--- config.mk ---
export PLATFORM = sky130hd
export DESIGN_NAME = mem_access_unit
export DESIGN_NICKNAME = d
export VERILOG_FILES = /design/src/rtl/mem_access_unit.sv
export SDC_FILE = /design/constraint.sdc
export NUM_CORES = 1
export LEC_CHECK = 0
export ABC_AREA = 1
export ABC_CLOCK_PERIOD_IN_PS = 8500
export CORE_MARGIN = 4
export CORE_UTILIZATION = 35
export DETAILED_ROUTE_END_ITERATION = 16
export PLACE_DENSITY = 0.65
export SLEW_MARGIN = 15
export SYNTH_ARGS = -nofsm -noshare
export SYNTH_HDL_FRONTEND = slang
export SYNTH_SLANG_ARGS = --single-unit
--- constraint.sdc ---
create_clock -name clk -period 8.5 [get_ports clk]
set_input_delay 1.7 -clock clk [delete_from_list [all_inputs] [get_ports clk]]
set_output_delay 1.7 -clock clk [all_outputs]
set_load 0.03 [all_outputs]
--- src/rtl/mem_access_unit.sv ---
// mem_access_unit: MEM-stage data-memory access unit.
// Turns EX/MEM load/store control into a req/ack bus access, stalls the
// pipeline while the access is outstanding, lane-aligns stores, extracts and
// extends loads, and flags misaligned accesses and bus timeouts.
//
// Ports:
//   clk, rst            clock, asynchronous active-high reset
//   valid_i             MEM stage holds a valid instruction
//   mem_read_i          load
//   mem_write_i         store (wins if both read and write are set)
//   size_i              00 byte, 01 half, 1x word
//   unsigned_i          zero-extend loads
//   addr_i, wdata_i     byte address, store data
//   bus_req_o..wdata_o  registered bus request, held stable through WAIT
//   bus_ack_i/rdata_i   bus completion and read word
//   stall_o             pipeline freeze
//   read_data_o         extended load result for MEM/WB
//   misalign_o          combinational misalignment flag
//   bus_err_o           one-cycle timeout pulse in DONE
//
// state  | meaning
// IDLE   | no access outstanding; a new access is launched here
// WAIT   | request on the bus, waiting for ack or timeout
// DONE   | result valid; inputs still show the finished instruction
module mem_access_unit #(
   parameter int unsigned TIMEOUT = 255
) (
   input  logic        clk,
   input  logic        rst,
   input  logic        valid_i,
   input  logic        mem_read_i,
   input  logic        mem_write_i,
   input  logic [1:0]  size_i,
   input  logic        unsigned_i,
   input  logic [31:0] addr_i,
   input  logic [31:0] wdata_i,
   output logic        bus_req_o,
   output logic        bus_we_o,
   output logic [31:0] bus_addr_o,
   output logic [3:0]  bus_be_o,
   output logic [31:0] bus_wdata_o,
   input  logic        bus_ack_i,
   input  logic [31:0] bus_rdata_i,
   output logic        stall_o,
   output logic [31:0] read_data_o,
   output logic        misalign_o,
   output logic        bus_err_o
);

   localparam logic [1:0] S_IDLE = 2'd0;
   localparam logic [1:0] S_WAIT = 2'd1;
   localparam logic [1:0] S_DONE = 2'd2;
   localparam logic [7:0] CNT_TC = 8'(TIMEOUT - 1);

   logic [1:0]  state_q, state_d;
   logic [7:0]  cnt_q, cnt_d;
   logic        req_q, req_d;
   logic        we_q, we_d;
   logic [31:0] addr_q, addr_d;
   logic [3:0]  be_q, be_d;
   logic [31:0] wdata_q, wdata_d;
   logic [31:0] rdata_q, rdata_d;
   logic        err_q, err_d;
   logic [1:0]  sz_q, sz_d;
   logic [1:0]  off_q, off_d;
   logic        uns_q, uns_d;

   logic        mem_op;
   logic        access;
   logic [3:0]  be_c;
   logic [31:0] wdata_c;
   logic [31:0] load_c;
   logic [7:0]  lane_b;
   logic [15:0] lane_h;

   assign mem_op     = valid_i & (mem_read_i | mem_write_i);
   assign misalign_o = mem_op & (((size_i == 2'b01) & addr_i[0]) |
                                 (size_i[1] & (addr_i[1:0] != 2'b00)));
   assign access     = mem_op & ~misalign_o;
   // Gated by rst so the freeze releases the moment reset is applied.
   assign stall_o    = ~rst & (((state_q == S_IDLE) & access) | (state_q == S_WAIT));

   always_comb begin
      be_c    = 4'b1111;
      wdata_c = wdata_i;
      case (size_i)
         2'b00: begin
            be_c    = 4'b0001 << addr_i[1:0];
            wdata_c = {4{wdata_i[7:0]}};
         end
         2'b01: begin
            be_c    = addr_i[1] ? 4'b1100 : 4'b0011;
            wdata_c = {2{wdata_i[15:0]}};
         end
         default: ;
      endcase
   end

   // Extraction uses the size/offset captured at launch, not the live inputs.
   always_comb begin
      lane_b = bus_rdata_i[8*off_q +: 8];
      lane_h = off_q[1] ? bus_rdata_i[31:16] : bus_rdata_i[15:0];
      load_c = bus_rdata_i;
      case (sz_q)
         2'b00:   load_c = {{24{~uns_q & lane_b[7]}}, lane_b};
         2'b01:   load_c = {{16{~uns_q & lane_h[15]}}, lane_h};
         default: ;
      endcase
   end

   always_comb begin
      state_d = state_q;
      cnt_d   = cnt_q;
      req_d   = req_q;
      we_d    = we_q;
      addr_d  = addr_q;
      be_d    = be_q;
      wdata_d = wdata_q;
      rdata_d = rdata_q;
      err_d   = 1'b0;
      sz_d    = sz_q;
      off_d   = off_q;
      uns_d   = uns_q;
      case (state_q)
         S_IDLE: begin
            if (access) begin
               state_d = S_WAIT;
               cnt_d   = 8'd0;
               req_d   = 1'b1;
               we_d    = mem_write_i;
               addr_d  = {addr_i[31:2], 2'b00};
               be_d    = be_c;
               wdata_d = wdata_c;
               sz_d    = size_i;
               off_d   = addr_i[1:0];
               uns_d   = unsigned_i;
            end else begin
               // Pipeline advances past a non-access instruction.
               rdata_d = 32'd0;
            end
         end
         S_WAIT: begin
            if (bus_ack_i) begin
               state_d = S_DONE;
               req_d   = 1'b0;
               rdata_d = we_q ? 32'd0 : load_c;
            end else if (cnt_q == CNT_TC) begin
               state_d = S_DONE;
               req_d   = 1'b0;
               rdata_d = 32'd0;
               err_d   = 1'b1;
            end else begin
               cnt_d = cnt_q + 8'd1;
            end
         end
         default: state_d = S_IDLE;
      endcase
   end

   always_ff @(posedge clk or posedge rst) begin
      if (rst) begin
         state_q <= S_IDLE;
         cnt_q   <= 8'd0;
         req_q   <= 1'b0;
         we_q    <= 1'b0;
         addr_q  <= 32'd0;
         be_q    <= 4'd0;
         wdata_q <= 32'd0;
         rdata_q <= 32'd0;
         err_q   <= 1'b0;
         sz_q    <= 2'd0;
         off_q   <= 2'd0;
         uns_q   <= 1'b0;
      end else begin
         state_q <= state_d;
         cnt_q   <= cnt_d;
         req_q   <= req_d;
         we_q    <= we_d;
         addr_q  <= addr_d;
         be_q    <= be_d;
         wdata_q <= wdata_d;
         rdata_q <= rdata_d;
         err_q   <= err_d;
         sz_q    <= sz_d;
         off_q   <= off_d;
         uns_q   <= uns_d;
      end
   end

   assign bus_req_o   = req_q;
   assign bus_we_o    = we_q;
   assign bus_addr_o  = addr_q;
   assign bus_be_o    = be_q;
   assign bus_wdata_o = wdata_q;
   assign read_data_o = rdata_q;
   assign bus_err_o   = err_q;

endmodule

# Word level (Yosys, flattened, before mapping)
# Index checks and enable logic that the tools add are counted.
[totals]
reg_bits = 116
latch_bits = 0
ram_bits = 0
rom_bits = 0
input_bits = 105
output_inout_bits = 105
elab_cells = 74
n_memories = 0
[op_classes]
addsub = 1
mul = 0
n_div = 0
order_cmp = 0
eq_ne = 9
shift = 2
n_mux = 25
bitwise = 15
n_reduce_logical = 10
[ops]
columns = ["operator", "count"]
rows = [
  ["$pmux 32 s2", 3],
  ["$mux 32", 4],
  ["$shiftx 32x6->8", 1],
  ["$mux 8", 3],
  ["$mux 16", 1],
  ["$pmux 8 s2", 1],
  ["$and 1x1->1", 9],
  ["$add 8x1->8 const B", 1],
  ["$eq 8x8->1 const B", 1],
  ["$ne 2x2->1 const B", 4],
  ["$pmux 4 s2", 1],
  ["$eq 2x1->1 const B", 3],
  ["$logic_not 2->1", 3],
  ["$mux 1", 6],
  ["$mux 2", 3],
  ["$reduce_and 3->1", 2],
  ["$mux 4", 1],
  ["$pmux 2 s2", 1],
  ["$reduce_and 2->1", 2],
  ["$reduce_and 4->1", 1],
  ["$reduce_bool 2->1", 2],
  ["$shl 1x2->4 const A", 1],
  ["$ne 3x2->1 const B", 1],
  ["$not 1->1", 3],
  ["other kinds (2)", 4],
]

# Longest topological paths before layout
# Gate-level depths: netlist of the first run.
[logic_depth]
word_depth = 9
ltp_mapped = 10
ltp_nobuf = 9

# Worst setup path before layout of the first run
# No wires, ideal clock.
[synth_path]
path_kind = "input -> output"
startpoint = "in size_i[1]"
endpoint = "out stall_o"
t_arrival_ns = 2.949
required_time_ns = 6.800
setup_slack_ns = 3.851
cell_stages = 8
n_path_buf = 3
path_cell_list = "buf_6 > nor2_4 > inv_2 > nand2_2 > nand2_2 > buf_6 > buf_2 > a21oi_1"
[synth_via]
elab_chain_len = 9
word_cells_on_any_way = 10
cone_classes = "eq/ne (1); bitwise (9)"
[synth_lines]
columns = ["element", "line", "rtl"]
rows = [
  ["start, declared", "33", "input logic [1:0] size_i,"],
  ["$eq 2x1->1", "77", "assign misalign_o = mem_op & (((size_i == 2'b01) & addr_i[0]) |"],
  ["$and 1x1->1", "77", ""],
  ["$or 1x1->1 *", "77", ""],
  ["$and 1x1->1 *", "77", ""],
  ["$not 1->1 *", "79", "assign access = mem_op & ~misalign_o;"],
  ["$and 1x1->1 *", "79", ""],
  ["$and 1x1->1 *", "81", "assign stall_o = ~rst & (((state_q == S_IDLE) & access) | (state_q == S_WAIT));"],
  ["$or 1x1->1 *", "81", ""],
  ["$and 1x1->1 *", "81", ""],
  ["end, declared", "44", "output logic stall_o,"],
]
# Mark *: on every way between the ends. The rest lies on a longest branch, timed or not.

# Worst setup path after layout of the first run
# Ends and elaborated chain as after synthesis.

==> results.sh, run 1 <==
export IMPL_status="complete, no violations"
export IMPL_cp_data_required_time_ps=6800
export IMPL_path_class="in -> out"
export IMPL_dpl_hpwl_mm=12.0
export IMPL_final_hold_viol_count=0
export IMPL_cts_hold_buf=0
export IMPL_max_slew_margin_pct=25.6
export IMPL_dieArea_um2=18000
export IMPL_slowest_stage="clkdlybuf4s50_1"
export IMPL_clkTransAtPathRegs_ps=50
export IMPL_fin_skew_ps=6.77
export IMPL_fin_util_pct=53.9
export IMPL_drcViolationCount=0
export IMPL_cp_end_kind="output port"
export IMPL_num_antenna_cells=0
export IMPL_min_period_ps=6150
export IMPL_hold_class="reg -> reg"
export IMPL_cp_max_fo=44
export IMPL_vias_per_cell=4.66
export IMPL_drive_above_1_share_pct=5.80
export IMPL_post_cts_buffers=0
export IMPL_max_stage_delay_ps=970
export IMPL_ys_warnings_count=0
export IMPL_grt_pass1_wl_mm=27.6
export IMPL_power_leakage_nw=4.03
export IMPL_grt_use_total_pct=19.5
export IMPL_setup_viol=0
export IMPL_clock_sinks=116
export IMPL_drt_antenna_violating_nets=0
export IMPL_die_width_um=134
export IMPL_grt_max_degree=63
export IMPL_cts_resized=0
export IMPL_cts_buffer_depth=2
export IMPL_grt_pass1_vias=5179
export IMPL_synth_seq_cells=116
export IMPL_start_util_pct=36.2
export IMPL_tightest_slew_ps=1120
export IMPL_fillers=1424
export IMPL_fin_tns_setup_ps=0
export IMPL_design_area_um2=8290
export IMPL_critical_path_top_delay_family="buffers and inverters"
export IMPL_drtPass1Iterations=5
export IMPL_synth_flop_cell="dfrtp_1"
export IMPL_use_met3_pct=7.31
export IMPL_grt_use_met2_pct=29.4
export IMPL_max_freq_mhz=163
export IMPL_worst_ep_arrival_time_ps=4450
export IMPL_hold_slack_ps=469
export IMPL_synth_distinct_cells=30
export IMPL_fin_nets=1011
export IMPL_synth_edff_count=0
export IMPL_period_share_pct=72.4
export IMPL_route_vias_total=5239
export IMPL_numCtsBuffers=17
export IMPL_final_common_cell="nand2_1"
export IMPL_final_cell_mix="nand2_1, clkdlybuf4s50_1, dfrtp_1"
export IMPL_port_buffers=207
export IMPL_rows=45
export IMPL_die_height_um=134
export IMPL_routabilityCongestion=0.837
export IMPL_slew_violations=0
export IMPL_path_cells="clkdlybuf4s50_1, nor2_4, inv_2, nand2_2, nand2_4, a21oi_1, clkdlybuf4s50_1"
export IMPL_synthArstFlopShare_pct=100
export IMPL_top_usage_layer="met2"
export IMPL_synth_area_leader_cell="dfrtp_1"
export IMPL_synthesis_area_um2=5560
export IMPL_avgRoutedWirePerCell_um=15.1
export IMPL_cts_tree="yes"
export IMPL_power_density_nw_per_um2=312
export IMPL_drt_iter0_markers=322
export IMPL_clkLatencyLatePin_ps=420
export IMPL_grt_overflow_total=0
export IMPL_totalWireLength_mm=17.0
export IMPL_syn_to_final_growth_pct=49.1
export IMPL_synthTopCellsByArea="dfrtp_1, nand2_1, a21oi_1"
export IMPL_syn_avg_cell_area_um2=7.83
export IMPL_start_kind="input port"
export IMPL_core_area_um2=15400
export IMPL_total_power_w=0.00259
export IMPL_ios=210
export IMPL_vdd_drop_max_uv=163
export IMPL_dpl_cell_area_um2=7700
export IMPL_yosysTopAreaCellShare_pct=52.2
export IMPL_yosysSeqAreaShare_pct=52.2
export IMPL_cts_root_buf="clkbuf_16"
export IMPL_postSynthCellCount=710
export IMPL_critPathMostFrequentCell="clkdlybuf4s50_1"
export IMPL_drv_cap=0
export IMPL_htree_levels=4
export IMPL_rsz0062_at_grt="no"
export IMPL_met1_usage_pct=25.7
export IMPL_path_buf_inv=3
export IMPL_antenna_found_initial=0
==> worst paths after layout <==
path,startpoint,endpoint,slack [ps],cells past startpoint
max in group asynchronous,rst,read_data_o[15],5430,3
hold reg to reg,read_data_o[2],read_data_o[2],470,2
hold / removal,read_data_o[2],read_data_o[2],470,2
min in group asynchronous,rst,bus_addr_o[5],1760,2
setup / recovery,size_i[1],stall_o,2350,7
setup reg to reg,state_q[1],bus_be_o[2],6180,8
==> area by class of cell <==
cell class              instances  area (um2)  share of cell area (%)
clock buffers                  25         515                    6.22
clock inverters                 4        70.1                   0.846
inverters                      37         144                    1.74
multi-input cells             522        2300                    27.7
flip-flops and latches        116        2900                    35.0
well taps                     211         264                    3.19
repair buffers                210        2090                    25.3
==> cells by family after synthesis <==
kind of cell | synth area share (%)
buf+inv | 6.64
simple gates | 31.2
other cells | 0.0675
xor+xnor | 0.473
fa+ha+maj | 0.450
compound gates | 9.00
flops | 52.2
==> routing by layer <==
metal / up-vias / part of all wire, %
met5: - / 0
met4: 0 / 1.8
met3: 22 / 10
met2: 207 / 45
met1: 2387 / 43
li1: 2623 / -
==> Yosys cell counts (3+ instances only) <==
cell      number
nor2_1        23
nand3_4        3
buf_6          8
clkbuf_1       8
a21oi_1       46
nand2_2        7
nor2_2         3
buf_2         17
nand2_1      330
nand4_1        3
o21ai_1        6
nand3_1       41
buf_4          3
xor2_1         3
nor2_4         3
inv_1         33
o21ai_0       39
dfrtp_1      116
o21a_1         3
==> report_power, final <==
group	total, W	switching, W	internal (W)
logic	0.00105	0.000641	0.000409
registers	0.000821	0.000111	0.000710
clock network	0.000716	0.000244	0.000472
total	0.00259	0.000995	0.00159
==> stage by stage <==
stage	setup slack, ps	cells
after floorplan	3730	711
after global placement	2420	1096
after detailed placement	2380	1096
after CTS	2370	1125
after global routing	2170	1125
final	2350	1125
==> flip-flops by register name, summed over array words and instances, names as in the netlist <==
name / flops
bus_addr_o: 30
bus_be_o: 4
bus_err_o: 1
bus_req_o: 1
bus_wdata_o: 32
bus_we_o: 1
cnt_q: 8
off_q: 2
read_data_o: 32
state_q: 2
sz_q: 2
uns_q: 1
==> worst register-to-register path, cell delays in order (launching register included) <==
cell and delay (ps):
dfrtp_1 380, inv_1 120, nand2_1 90, nor2_1 180
nand2_4 290, inv_2 390, buf_4 470, nand2_1 190
nand3_1 140
No activity file was read; power rests on OpenSTA's default activity.
==> inputs of run 2 (changes only) <==
- ABC_CLOCK_PERIOD_IN_PS: 8500 -> 6100
- clock period: 8.5 -> 6.1 ns (I/O delays scaled with it)
==> results.sh, run 2 (synthesis results as in run 1) <==
export IMPL_ff2ff_path_depth=7
export IMPL_clock_sinks=116
export IMPL_grt_use_total_pct=19.1
export IMPL_start_util_pct=36.2
export IMPL_routabilityCongestion=0.828
export IMPL_holdCritStartpoint="read_data_o[3]"
export IMPL_rrSetupSlack_ps=3760
export IMPL_antenna_found_initial=0
export IMPL_worst_ep_arrival_time_ps=3570
export IMPL_start_kind="input port"
export IMPL_cp_data_required_time_ps=4880
export IMPL_final_common_cell="nand2_1"
export IMPL_max_stage_delay_ps=710
export IMPL_rsz0062_at_grt="no"
export IMPL_dpl_hpwl_mm=12.1
export IMPL_internal_power_w=0.00220
export IMPL_cts_root_buf="clkbuf_16"
export IMPL_grt_pass1_wl_mm=27.4
export IMPL_totalWireLength_mm=17.0
export IMPL_cts_buffer_depth=2
export IMPL_switching_share_pct=38.7
export IMPL_vias_per_cell=4.68
export IMPL_port_buffers=207
export IMPL_final_cell_mix="nand2_1, clkdlybuf4s50_1, dfrtp_1"
export IMPL_vdd_drop_max_uv=239
export IMPL_power_leakage_nw=4.04
export IMPL_grt_pass1_vias=5177
export IMPL_rows=45
export IMPL_drive_above_1_share_pct=6.11
export IMPL_fin_skew_ps=5.32
export IMPL_hold_class="reg -> reg"
export IMPL_fin_nets=1011
export IMPL_clkLatencyLatePin_ps=410
export IMPL_grt_overflow_total=0
export IMPL_p_sw_w=0.00139
export IMPL_pwr_share_seq_pct=31.9
export IMPL_clkPwrFrac_pct=27.5
export IMPL_setup_ws_ps=1310
export IMPL_tightest_slew_ps=1110
export IMPL_num_antenna_cells=0
export IMPL_seqCellArea_um2=2900
export IMPL_core_area_um2=15400
export IMPL_path_cells="clkdlybuf4s50_1, nor2_4, inv_2, nand2_2, nand2_4, a21oi_1, clkdlybuf4s50_1"
export IMPL_drt_iter0_markers=318
export IMPL_cts_resized=0
export IMPL_slew_violations=0
export IMPL_cts_hold_buf=0
export IMPL_avgRoutedWirePerCell_um=15.1
export IMPL_holdPathStages=2
export IMPL_cp_end_kind="output port"
export IMPL_die_height_um=134
export IMPL_drtPass1Iterations=5
export IMPL_dpl_worst_slack_ps=1310
export IMPL_max_freq_mhz=209
export IMPL_setup_viol=0
export IMPL_min_period_ps=4790
export IMPL_max_slew_margin_pct=26.1
export IMPL_power_density_nw_per_um2=433
export IMPL_drv_cap=0
export IMPL_fillers=1473
export IMPL_route_vias_total=5284
export IMPL_numCtsBuffers=17
export IMPL_min_to="read_data_o[3]"
export IMPL_multi_input_area_um2=2300
export IMPL_drcViolationCount=0
export IMPL_clkTransAtPathRegs_ps=50
export IMPL_period_share_pct=78.5
export IMPL_ios=210
export IMPL_status="complete, no violations"
export IMPL_post_cts_buffers=0
export IMPL_power_frac_comb_pct=40.7
export IMPL_slowest_stage="clkdlybuf4s50_1"
export IMPL_fin_tns_setup_ps=0
export IMPL_critPathMostFrequentCell="clkdlybuf4s50_1"
export IMPL_cts_tree="yes"
export IMPL_htree_levels=4
export IMPL_r2r_start="state_q[1]"
export IMPL_syn_to_final_growth_pct=49.2
export IMPL_path_class="in -> out"
export IMPL_grt_max_degree=84
export IMPL_r2r_end="bus_be_o[3]"
export IMPL_drt_antenna_violating_nets=0
export IMPL_final_hold_viol_count=0
export IMPL_cp_max_fo=29
export IMPL_dieArea_um2=18000
export IMPL_die_width_um=134
## run 2: worst max-delay path, delay by kind of cell
kind	cells	cell delay, ps
compound gates	1	210
simple gates	3	630
buf+inv	3	1500
## run 2: worst max path at each step
stage | from | endpoint | depth (start not counted)
after floorplan | rst | bus_addr_o[10] | 1
after global placement | size_i[0] | stall_o | 7
after detailed placement | size_i[0] | stall_o | 7
after CTS | size_i[0] | stall_o | 7
after global routing | size_i[0] | stall_o | 7
final | size_i[0] | stall_o | 7
## run 2: stage by stage
step / hold slack [ps] / instance area [um2] / utilization (%) / total power (W) / instances
2_1_floorplan: 496 / 5560 / - / 0.00202 / 711
3_3_place_gp: 455 / 7700 / 50.1 / 0.00261 / 1096
3_5_place_dp: 460 / 7700 / 50.1 / 0.00262 / 1096
4_1_cts: 473 / 8290 / 53.9 / 0.00363 / 1128
5_1_grt: 496 / 8290 / 54.0 / 0.00380 / 1128
6_report: 470 / 8290 / 54.0 / 0.00359 / 1128
## run 2: power by group through the flow
stage / logic (W) / clock network, W / registers (W)
after global placement: 0.00146 / 0 / 0.00115
after global routing: 0.00158 / 0.00104 / 0.00118
final: 0.00146 / 0.000986 / 0.00115
after floorplan: 0.000502 / 0 / 0.00152
after detailed placement: 0.00148 / 0 / 0.00115
after CTS: 0.00148 / 0.00101 / 0.00115
## run 2: metal layers
metal  vias up  part of all wire (%)  global-route usage (%)
met5         -                     0                       0
met4         0                   1.5                    5.94
met3        16                   9.0                    7.24
met2       207                    46                    29.5
met1      2438                    43                    25.1
li1       2623                     -                       -
## run 2: final cells by class
type,count,share of cell area [%]
clock buffers,23,5.88
clock inverters,9,1.22
inverters,37,1.77
multi-input cells,522,27.7
flip-flops and latches,116,35.0
well taps,211,3.18
repair buffers,210,25.3
==> variant: new RTL, settings of run 2 <==
The output `bus_err_o` loses its register stage (`err_q` becomes a continuous assignment).
--- a/src/rtl/mem_access_unit.sv
+++ b/src/rtl/mem_access_unit.sv
@@ -168,5 +168,4 @@
          wdata_q <= 32'd0;
          rdata_q <= 32'd0;
-         err_q   <= 1'b0;
          sz_q    <= 2'd0;
          off_q   <= 2'd0;
@@ -181,5 +180,4 @@
          wdata_q <= wdata_d;
          rdata_q <= rdata_d;
-         err_q   <= err_d;
          sz_q    <= sz_d;
          off_q   <= off_d;
@@ -187,4 +185,6 @@
       end
    end
+
+   assign err_q = err_d;
 
    assign bus_req_o   = req_q;
Formal check against the unedited RTL: no difference found for any inputs over 4 cycles, from zero or initial values and one cycle with rst high; that may be too few to reach the edited logic, so the function may still have changed.
==> variant against run 2 <==
Routed wire length increased by 0.18%. Synthesized area down 0.45%. Setup slack improved by 0.24 ns. Sequential cell count down 1. First-iteration DRC count is 38% higher. Design area decreased by 0.17%. Power increased by 0.61%. Fmax increased by 5.2%. Cell count barely moved. Synthesized cell count decreased by 0.14%.
==> variant: results (changes against run 2) <==
metric;value;unit;change
first-pass GRT wire length;27.3;mm;-0.25%
Cell Count, Final, Fillers Out;1127;;-0.089%
VDD IR max;218;uV;-8.9%
Setup WS pre-CTS;1.54;ns;+0.228 ns
fillers;1467;;-0.41%
layout cell share with drive strength beyond 1;6.22;%;+0.12 points
HP Start;read_data_o[2];;
Synth area leaders;dfrtp_1 52%, nand2_1 22%, a21oi_1 4.2%;;
Seq/Total Area, Yosys;52.0;%;-0.22 points
LEAKAGE;4.01;nW;-0.64%
drt initial violations;438;;+38%
CP arrival;3.33;ns;-0.24 ns
vias per inst;4.71;;+0.54%
DRT Wirelength;17.1;mm;+0.18%
status;complete, no violations;;
critical-path cell with the highest stage delay;clkdlybuf4s50_1;;
Avg Cell Area, Syn;7.81;sq um;-0.31%
vias in the first global route;5147;;-0.58%
Critical Path Max Stage Delay;0.70;ns;
Placement Cell Area;7680;sq um;-0.33%
Slew HR;24.5;%;-1.6 points
GR Util met2;29.2;%;-0.25 points
Worst Skew;0.00466;ns;-0.000655 ns
final net count;1010;;-0.099%
Async S/R FF share, synth;100;%;unchanged
gpl congestion;0.824;;-0.48%
Post-synth top cells;330 x nand2_1, 115 x dfrtp_1, 46 x a21oi_1, 41 x nand3_1, 39 x o21ai_0;;
aggregate global-route resource usage;19.2;%;+0.071 points
met1 Usage GRT;25.2;%;+0.072 points
largest net degree at the start of global routing;92;;+9.5%
Final HPWL DP;11.9;mm;-1.1%
diode count;0;;unchanged
-- variant: final timing paths --
path / to / slack (ns) / cells after the start
hold / removal: read_data_o[2] / 0.47 / 2
setup / recovery: stall_o / 1.55 / 7
hold reg to reg: read_data_o[2] / 0.47 / 2
min in group asynchronous: bus_addr_o[10] / 1.34 / 2
setup reg to reg: read_data_o[20] / 3.77 / 8
max in group asynchronous: bus_wdata_o[12] / 3.56 / 3
-- variant: power by group --
group	switching [mW]	leakage [nW]	internal (mW)	total, mW
sequential	0.158	1.47	0.983	1.14
combinational	0.891	2.26	0.570	1.46
clock	0.362	0.281	0.651	1.01
total	1.41	4.01	2.20	3.61
-- variant: final cells by class --
class,count,share of cell area [%]
clock inverters,13,1.93
inverters,37,1.74
flip-flops and latches,115,34.8
repair buffers,210,25.3
multi-input cells,522,27.7
clock buffers,19,5.35
well taps,211,3.19
-- variant: through the flow --
| stage | util, % | total power, mW |
|---|---|---|
| after floorplan | - | 2.01 |
| final | 53.9 | 3.61 |
| after detailed placement | 49.9 | 2.62 |
| after CTS | 53.9 | 3.66 |
| after global routing | 53.9 | 3.82 |
| after global placement | 49.9 | 2.61 |
-- variant: logic make-up after synthesis --
group	share of synthesized area, %
buf+inv	6.67
flops	52.0
simple gates	31.3
other cells	0.0678
compound gates	9.04
xor+xnor	0.475
fa+ha+maj	0.452
-- variant: tightest hold or removal path, cell delays in order, from the launching register on --
cell     delay (ns)
dfrtp_1        0.34
nand2_1        0.06
nand2_1        0.05
-- variant: per-layer routing --
metal,wire (um),up-vias
met3,1760,22
li1,-,2622
met2,7740,211
met1,7290,2453
met4,251,0
met5,0,-
